==> src/rtl/div_share_ctrl.sv <==
// Two-requester, round-robin front end for a shared combinational 16/8 divider.
// Operands are held in registers for a CORE_LAT-cycle settle window, then the result is registered.
module div_share_core (
  input  logic [15:0] n,
  input  logic [7:0]  d,
  output logic [7:0]  q,
  output logic [7:0]  r
);
  logic [8:0] rem;

  // Full 16-stage restoring array. The remainder is always exact, and q keeps
  // the low 8 quotient bits, so it wraps when n[15:8] >= d.
  always_comb begin
    rem = '0;
    q   = '0;
    for (int i = 15; i >= 0; i--) begin
      rem = {rem[7:0], n[i]};
      if (rem >= {1'b0, d}) begin
        rem = rem - {1'b0, d};
        if (i < 8) q[i[2:0]] = 1'b1;
      end
    end
    r = rem[7:0];
  end
endmodule

module div_share_ctrl #(
  parameter int CORE_LAT = 2
) (
  input  logic        clk,
  input  logic        rst_n,
  input  logic        req0_valid,
  output logic        req0_ready,
  input  logic [15:0] req0_n,
  input  logic [7:0]  req0_d,
  input  logic        req1_valid,
  output logic        req1_ready,
  input  logic [15:0] req1_n,
  input  logic [7:0]  req1_d,
  output logic        rsp_valid,
  input  logic        rsp_ready,
  output logic        rsp_id,
  output logic [7:0]  rsp_q,
  output logic [7:0]  rsp_r,
  output logic        rsp_dz,
  output logic        rsp_ovf,
  output logic        busy
);
  typedef enum logic [1:0] {IDLE, WAIT, DONE} state_e;

  localparam logic [3:0] CNT_INIT = 4'(CORE_LAT - 1);

  state_e      state_q, state_d;
  logic [3:0]  cnt_q, cnt_d;
  logic [15:0] opn_q, opn_d;
  logic [7:0]  opd_q, opd_d;
  logic        id_q, id_d;
  logic        last_q, last_d;
  logic        vld_q, vld_d;
  logic [7:0]  rq_q, rq_d;
  logic [7:0]  rr_q, rr_d;
  logic        dz_q, dz_d;
  logic        ovf_q, ovf_d;
  logic        busy_q, busy_d;

  logic        grant0, grant1, take, gid;
  logic [15:0] sel_n;
  logic [7:0]  sel_d;
  logic [7:0]  core_q, core_r;

  // The core sees only the operand registers, so its inputs are quiet across WAIT.
  div_share_core u_core (
    .n (opn_q),
    .d (opd_q),
    .q (core_q),
    .r (core_r)
  );

  always_comb begin
    grant0 = req0_valid && (!req1_valid || last_q);
    grant1 = req1_valid && (!req0_valid || !last_q);
  end

  assign req0_ready = rst_n && (state_q == IDLE) && grant0;
  assign req1_ready = rst_n && (state_q == IDLE) && grant1;
  assign take       = req0_ready || req1_ready;
  assign gid        = req1_ready;
  assign sel_n      = gid ? req1_n : req0_n;
  assign sel_d      = gid ? req1_d : req0_d;

  always_comb begin
    state_d = state_q;
    cnt_d   = cnt_q;
    opn_d   = opn_q;
    opd_d   = opd_q;
    id_d    = id_q;
    last_d  = last_q;
    vld_d   = vld_q;
    rq_d    = rq_q;
    rr_d    = rr_q;
    dz_d    = dz_q;
    ovf_d   = ovf_q;
    unique case (state_q)
      IDLE: if (take) begin
        opn_d  = sel_n;
        opd_d  = sel_d;
        id_d   = gid;
        last_d = gid;
        if (sel_d == 8'd0) begin
          state_d = DONE;
          vld_d   = 1'b1;
          rq_d    = 8'hFF;
          rr_d    = sel_n[7:0];
          dz_d    = 1'b1;
          ovf_d   = 1'b0;
        end else begin
          state_d = WAIT;
          cnt_d   = CNT_INIT;
        end
      end
      WAIT: if (cnt_q != 4'd0) begin
        cnt_d = cnt_q - 4'd1;
      end else begin
        state_d = DONE;
        vld_d   = 1'b1;
        rq_d    = core_q;
        rr_d    = core_r;
        dz_d    = 1'b0;
        ovf_d   = (opn_q[15:8] >= opd_q);
      end
      DONE: if (rsp_ready) begin
        state_d = IDLE;
        vld_d   = 1'b0;
      end
      default: state_d = IDLE;
    endcase
    busy_d = (state_d != IDLE);
  end

  always_ff @(posedge clk or negedge rst_n) begin
    if (!rst_n) begin
      state_q <= IDLE;
      cnt_q   <= '0;
      opn_q   <= '0;
      opd_q   <= '0;
      id_q    <= 1'b0;
      last_q  <= 1'b1;
      vld_q   <= 1'b0;
      rq_q    <= '0;
      rr_q    <= '0;
      dz_q    <= 1'b0;
      ovf_q   <= 1'b0;
      busy_q  <= 1'b0;
    end else begin
      state_q <= state_d;
      cnt_q   <= cnt_d;
      opn_q   <= opn_d;
      opd_q   <= opd_d;
      id_q    <= id_d;
      last_q  <= last_d;
      vld_q   <= vld_d;
      rq_q    <= rq_d;
      rr_q    <= rr_d;
      dz_q    <= dz_d;
      ovf_q   <= ovf_d;
      busy_q  <= busy_d;
    end
  end

  assign rsp_valid = vld_q;
  assign rsp_id    = id_q;
  assign rsp_q     = rq_q;
  assign rsp_r     = rr_q;
  assign rsp_dz    = dz_q;
  assign rsp_ovf   = ovf_q;
  assign busy      = busy_q;
endmodule

==> config.mk <==
export PLATFORM = sky130hd
export DESIGN_NAME = div_share_ctrl
export DESIGN_NICKNAME = d
export VERILOG_FILES = /design/src/rtl/div_share_ctrl.sv
export SDC_FILE = /design/constraint.sdc
export NUM_CORES = 1
export LEC_CHECK = 0
export CAP_MARGIN = 10
export CELL_PAD_IN_SITES_DETAIL_PLACEMENT = 0
export CELL_PAD_IN_SITES_GLOBAL_PLACEMENT = 2
export CORE_MARGIN = 1.5
export CORE_UTILIZATION = 36
export DETAILED_ROUTE_END_ITERATION = 10
export MAX_ROUTING_LAYER = met4
export PLACE_DENSITY_LB_ADDON = 0.05
export SLEW_MARGIN = 30
export SYNTH_ARGS = -nofsm -noshare
export SYNTH_HDL_FRONTEND = slang
export SYNTH_SLANG_ARGS = --single-unit
==> constraint.sdc <==
create_clock -name clk -period 38.6 [get_ports clk]
set_input_delay 3.86 -clock clk [delete_from_list [all_inputs] [get_ports clk]]
set_output_delay 3.86 -clock clk [all_outputs]
set_load 0.02 [all_outputs]
======== Word-level counts from Yosys, hierarchy flattened ========
Cells that the tools add are included.
W data, S select, Z words.
word-level totals
  flip-flop bits (word level) ............. 52
  bits of input ports ..................... 53
  output and inout port bits .............. 23
  logic and storage cells ................. 129
cells by class
  add/sub/neg operators ................... 17
  order comparisons ....................... 17
  equal/unequal tests ..................... 8
  muxes and demuxes ....................... 54
  reductions and logical operators ........ 21
operator list
  kind                   count
  $mux W8                23
  $ge A9 B8 Y1           15
  $sub A8 B8 Y8          15
  $pmux W8 S2            2
  $mux W1                16
  $mux W16               1
  $mux W4                3
  $ne A2 B2 Y1 const B   5
  $ge A1 B8 Y1           1
  $ge A8 B8 Y1           1
  $logic_not A8 Y1       1
  $mux W2                4
  $pmux W4 S2            1
  $reduce_and A4 Y1      2
  $sub A1 B8 Y8          1
  $pmux W2 S3            1
  $logic_and A1 B1 Y1    5
  $reduce_and A5 Y1      1
  $pmux W1 S2            2
  $reduce_bool A2 Y1     2
  $reduce_bool A4 Y1     1
  $sub A4 B1 Y4 const B  1
  $logic_not A1 Y1       3
  $logic_or A1 B1 Y1     3
  7 further kinds        7

======== Logic depth before layout (Yosys ltp) ========
  word-level depth ........................ 34
  gate-level depth with buffers ........... 202

======== By module ========
A second synthesis with hierarchy kept.
unflattened totals
  cell total of the unflattened synthesis .. 1174
  area total of the unflattened synthesis .. 9673.0 µm²
by module, submodules not included
  module          times used  cells each  area each (µm²)
  div_share_core  1           894         7031.7
  div_share_ctrl  1           280         2641.3

======== Worst setup path after synthesis ========
OpenSTA, ideal clock, no wires.
  kind .................................... flip-flop to flip-flop
  start ................................... reg opd_q[1]
  end ..................................... reg rr_q[2], in the netlist rsp_r[2]
  data arrival time ....................... 35.561 ns
  data required time ...................... 38.476 ns
  path slack .............................. 2.916 ns
  cell stages (with the launch flop) ...... 189
  clock period less this slack ............ 35.684 ns
  cells stage by stage .................... dfrtp_1 > inv_1 > ha_1 > or4b_2 > nor3_2 > ha_1 > nand4_1 > o21bai_1 > a21o_1 > or2_1 > buf_2 > o21ai_0 > inv_1 > ha_1 > nor2b_1 > o211ai_1 > a211oi_1 > and3b_1 > [153 not listed] > a221oi_1 > nand3_1 > nand2_1 > mux2i_1 > ha_1 > a21o_1 > a21o_1 > a21o_1 > a21o_1 > a21o_1 > a21oi_1 > o21ai_0 > a21oi_1 > o31ai_2 > a311oi_4 > buf_6 > mux2i_1 > o21ai_1
between the ends
  longest elaborated chain between the ends .. 34
ends and longest elaborated chain
  element                                               RTL line  text
  from (decl)                                           56        logic [7:0] opd_q, opd_d;
  from (signal assigned)                                158       opd_q <= opd_d;
  $sub A1 B8 Y8 / $ge A1 B8 Y1 (equally long branches)  19, 18
  $mux W8                                               18        if (rem >= {1'b0, d}) begin
  $sub A8 B8 Y8 / $ge A9 B8 Y1 (equally long branches)  19, 18
  $mux W8                                               18
  $sub A8 B8 Y8 / $ge A9 B8 Y1 (equally long branches)  19, 18
  $mux W8                                               18
  $sub A8 B8 Y8 / $ge A9 B8 Y1 (equally long branches)  19, 18
  $mux W8                                               18
  [18 not listed]                                       n/a
  $sub A8 B8 Y8 / $ge A9 B8 Y1 (equally long branches)  19, 18
  $mux W8                                               18
  $ge A9 B8 Y1 / $sub A8 B8 Y8 (equally long branches)  18, 19
  $mux W8                                               18
  $sub A8 B8 Y8 / $ge A9 B8 Y1 (equally long branches)  19, 18
  $mux W8 *                                             18
  $mux W8 *                                             121       WAIT: if (cnt_q != 4'd0) begin
  $pmux W8 S2 *                                         103       unique case (state_q)
  to (signal assigned)                                  163       rr_q <= rr_d;
  to (decl)                                             61        logic [7:0] rr_q, rr_d;
Every way passes the cells marked *; elsewhere a longest branch is shown, timed or not. The select of a mux whose other input is x is not followed.
A chain may end at the register's enable or synchronous reset.

======== Final worst setup path ========
  start ................................... reg opn_q[15]
  end ..................................... reg rr_q[3], in the netlist rsp_r[3]
between the ends
  longest elaborated chain between the ends .. 34
ends and longest elaborated chain
  element                                               RTL line  text
  from (decl)                                           55        logic [15:0] opn_q, opn_d;
  from (signal assigned)                                157       opn_q <= opn_d;
  $sub A1 B8 Y8 / $ge A1 B8 Y1 (equally long branches)  19, 18
  $mux W8 *                                             18
  $sub A8 B8 Y8 / $ge A9 B8 Y1 (equally long branches)  19, 18
  $mux W8 *                                             18
  $sub A8 B8 Y8 / $ge A9 B8 Y1 (equally long branches)  19, 18
  $mux W8 *                                             18
  $sub A8 B8 Y8 / $ge A9 B8 Y1 (equally long branches)  19, 18
  $mux W8 *                                             18
  [18 not listed]                                       n/a
  $sub A8 B8 Y8 / $ge A9 B8 Y1 (equally long branches)  19, 18
  $mux W8 *                                             18
  $ge A9 B8 Y1 / $sub A8 B8 Y8 (equally long branches)  18, 19
  $mux W8 *                                             18
  $sub A8 B8 Y8 / $ge A9 B8 Y1 (equally long branches)  19, 18
  $mux W8 *                                             18
  $mux W8 *                                             121
  $pmux W8 S2 *                                         103
Marked as above.

==> flow_metrics.env <==
export IMPL_cts_sinks=52
export IMPL_cts_buffers=5
export IMPL_post_route_min_period_ns=35.62
export IMPL_num_rows=58
export IMPL_clk_pin_slew_ns=0.08
export IMPL_grt_pass1_vias=8805
export IMPL_hold_viol=0
export IMPL_final_common_cell="ha_1"
export IMPL_yosysSeqAreaShare=0.140
export IMPL_wl_per_cell_um=19.9
export IMPL_via_per_inst=5.51
export IMPL_dpl_hpwl_um=24200
export IMPL_synth_cells=1167
export IMPL_finalCritPeriodShare=0.923
export IMPL_wl_um=31700
export IMPL_syn_area_um2=9310
export IMPL_yosys_warnings=0
export IMPL_status="finished, final reports clean"
export IMPL_layout_common_cells="ha_1, nand2_1, nor2_1"
export IMPL_grt_pass1_wl_um=50400
export IMPL_syn_to_final_growth_pct=17.8
export IMPL_ys_flop_type="dfrtp_1"
export IMPL_final_max_slew_viol_count=0
export IMPL_port_buffers=75
export IMPL_cts_htree_levels=2
export IMPL_grt_use_total=0.250
export IMPL_start_util=0.369
export IMPL_first_pass_iters=5
export IMPL_drcViolationCount=0
export IMPL_syn_mean_instance_area_um2=7.98
export IMPL_cap_violations=0
export IMPL_worst_slew_pin_slew_ns=0.841
export IMPL_root_buffer="clkbuf_16"
export IMPL_arrival_ns=35.82
export IMPL_end_kind="flop"
export IMPL_hold_path_class="flop to flop"
export IMPL_num_fill_cells=2657
export IMPL_antenna_found_initial=0
export IMPL_syn_nets=1366
export IMPL_antenna_left=0
export IMPL_finalInstanceArea_um2=11000
export IMPL_core_um2=25300
export IMPL_grt_overflow=0
export IMPL_cp_start_kind="flop"
export IMPL_ys_async_sr_fraction=1.00
export IMPL_cts_tree="built"
export IMPL_dieArea_um2=26800
export IMPL_cp_slowest_stage_delay_ns=0.69
export IMPL_vias=8794
export IMPL_clock_skew_ns=0.00815
export IMPL_fmax_mhz=28.1
export IMPL_crit_path_top_delay_cell="or4b_2"
export IMPL_setup_ws_ns=2.98
export IMPL_clock_insertion_delay_worst_skew_ns=0.31
export IMPL_globalplace_congestion=0.885
export IMPL_rsz0062_at_grt="false"
export IMPL_diodes=0
export IMPL_tns_ns=0
export IMPL_dp_slack_ns=0.454
export IMPL_slew_headroom=0.438
export IMPL_cp_max_fo=14
export IMPL_nets=1463
export IMPL_setup_violations=0
export IMPL_required_ns=38.80
export IMPL_drive_above_1_share=0.115
export IMPL_drt_iter0_drc=469
export IMPL_synth_edf_count=0
export IMPL_ys_ff_latch=52
export IMPL_yosysUniqueCellTypes=89
export IMPL_clock_path_buffers=2
export IMPL_crit_path_frequent_cell="a21o_1"
export IMPL_die_height_um=164
export IMPL_grt_max_degree=54
export IMPL_placedInstanceArea_um2=10600
export IMPL_pin_count=76
export IMPL_die_w_um=164
export IMPL_critical_path_class="flop to flop"
[cell families after synthesis]
logic type / count (synthesis) / synth area share
AOI/OAI and AO/OA: 343 / 0.256
xor gates and xnor gates: 80 / 0.0752
adders and majority gates: 146 / 0.208
buffers and inverters: 102 / 0.0473
DFF: 52 / 0.140
muxes: 59 / 0.0697
and+or+nand+nor: 385 / 0.203
[synth_stat cells, types with 7 or more instances]
cell type / n / share of area
buf_2: 7 / 0.0038
nand3_1: 23 / 0.012
o21bai_1: 14 / 0.011
a21oi_1: 74 / 0.040
nand2b_1: 31 / 0.021
nor2b_1: 32 / 0.021
nor3_1: 16 / 0.0086
mux2_2: 28 / 0.034
xor2_1: 41 / 0.039
a31oi_1: 19 / 0.013
o21ai_0: 66 / 0.035
mux2i_1: 26 / 0.028
and2_1: 8 / 0.0054
fa_1: 15 / 0.032
xnor2_1: 39 / 0.037
a211oi_1: 12 / 0.0097
nor2_1: 82 / 0.033
dfrtp_1: 51 / 0.14
o21a_1: 10 / 0.0081
nor4_1: 7 / 0.0047
inv_1: 68 / 0.027
or2_2: 8 / 0.0054
nand2_1: 125 / 0.050
a21o_1: 58 / 0.047
nand4_1: 20 / 0.013
clkbuf_1: 14 / 0.0056
ha_1: 131 / 0.18
[final timing paths]
| check | slack (ns) | to | cells after the start | start |
|---|---|---|---|---|
| worst min-delay path | 0.47 | last_q | 2 | last_q |
| worst max-delay path | 2.98 | rsp_r[3] | 185 | opn_q[15] |
| max in group asynchronous | 34.40 | opd_q[7] | 2 | rst_n |
| min in group asynchronous | 3.70 | rsp_r[2] | 2 | rst_n |
| worst max register to register | 2.98 | rsp_r[3] | 185 | opn_q[15] |
| worst min register to register | 0.47 | last_q | 2 | last_q |
[state kept, by name, indices dropped and copies added (netlist names)]
name,count
rsp_dz,1
rsp_id,1
rsp_valid,1
busy,1
cnt_q,4
rsp_ovf,1
rsp_q,8
state_q,2
rsp_r,8
opd_q,8
last_q,1
opn_q,16
[per-layer routing]
layer  part of all wire  global-route usage
met1               0.50               0.346
met2               0.46               0.408
met3              0.028              0.0146
met4              0.013              0.0393
met5                  0                   -
[metrics by stage]
stage | cells | hold WS (ns) | utilization
6_report | 1595 | 0.473 | 0.434
3_5_place_dp | 1577 | 0.467 | 0.419
2_1_floorplan | 1167 | 0.444 | -
5_1_grt | 1595 | 0.496 | 0.434
4_1_cts | 1585 | 0.480 | 0.426
3_3_place_gp | 1577 | 0.463 | 0.419
[worst max-delay path, delay by kind of cell, from the launching register on]
kind | cells | cell delay, ns
AOI/OAI and AO/OA | 110 | 20.82
and+or+nand+nor | 37 | 6.11
adders and majority gates | 17 | 4.72
buffers and inverters | 17 | 1.94
muxes | 4 | 1.37
DFF | 1 | 0.46
[timing repair]
item	4_1_cts	5_1_grt
hold buffers	0	0
resized for setup	0	41
setup endpoints to repair	0	10
setup buffers	0	10
[cell type report]
type	instances	area (um^2)	share of cell area
multi-input combinational	1013	7700	0.702
timing repair buffer	122	1110	0.101
tap	330	413	0.0376
sequential	52	1300	0.119
clock buffer	6	139	0.0127
inverter	70	263	0.0240
clock inverter	2	38.8	0.00354
Power is left out: the tool's default activity adds up to more than one toggle a clock period on the data nets, which glitch-free logic cannot reach.
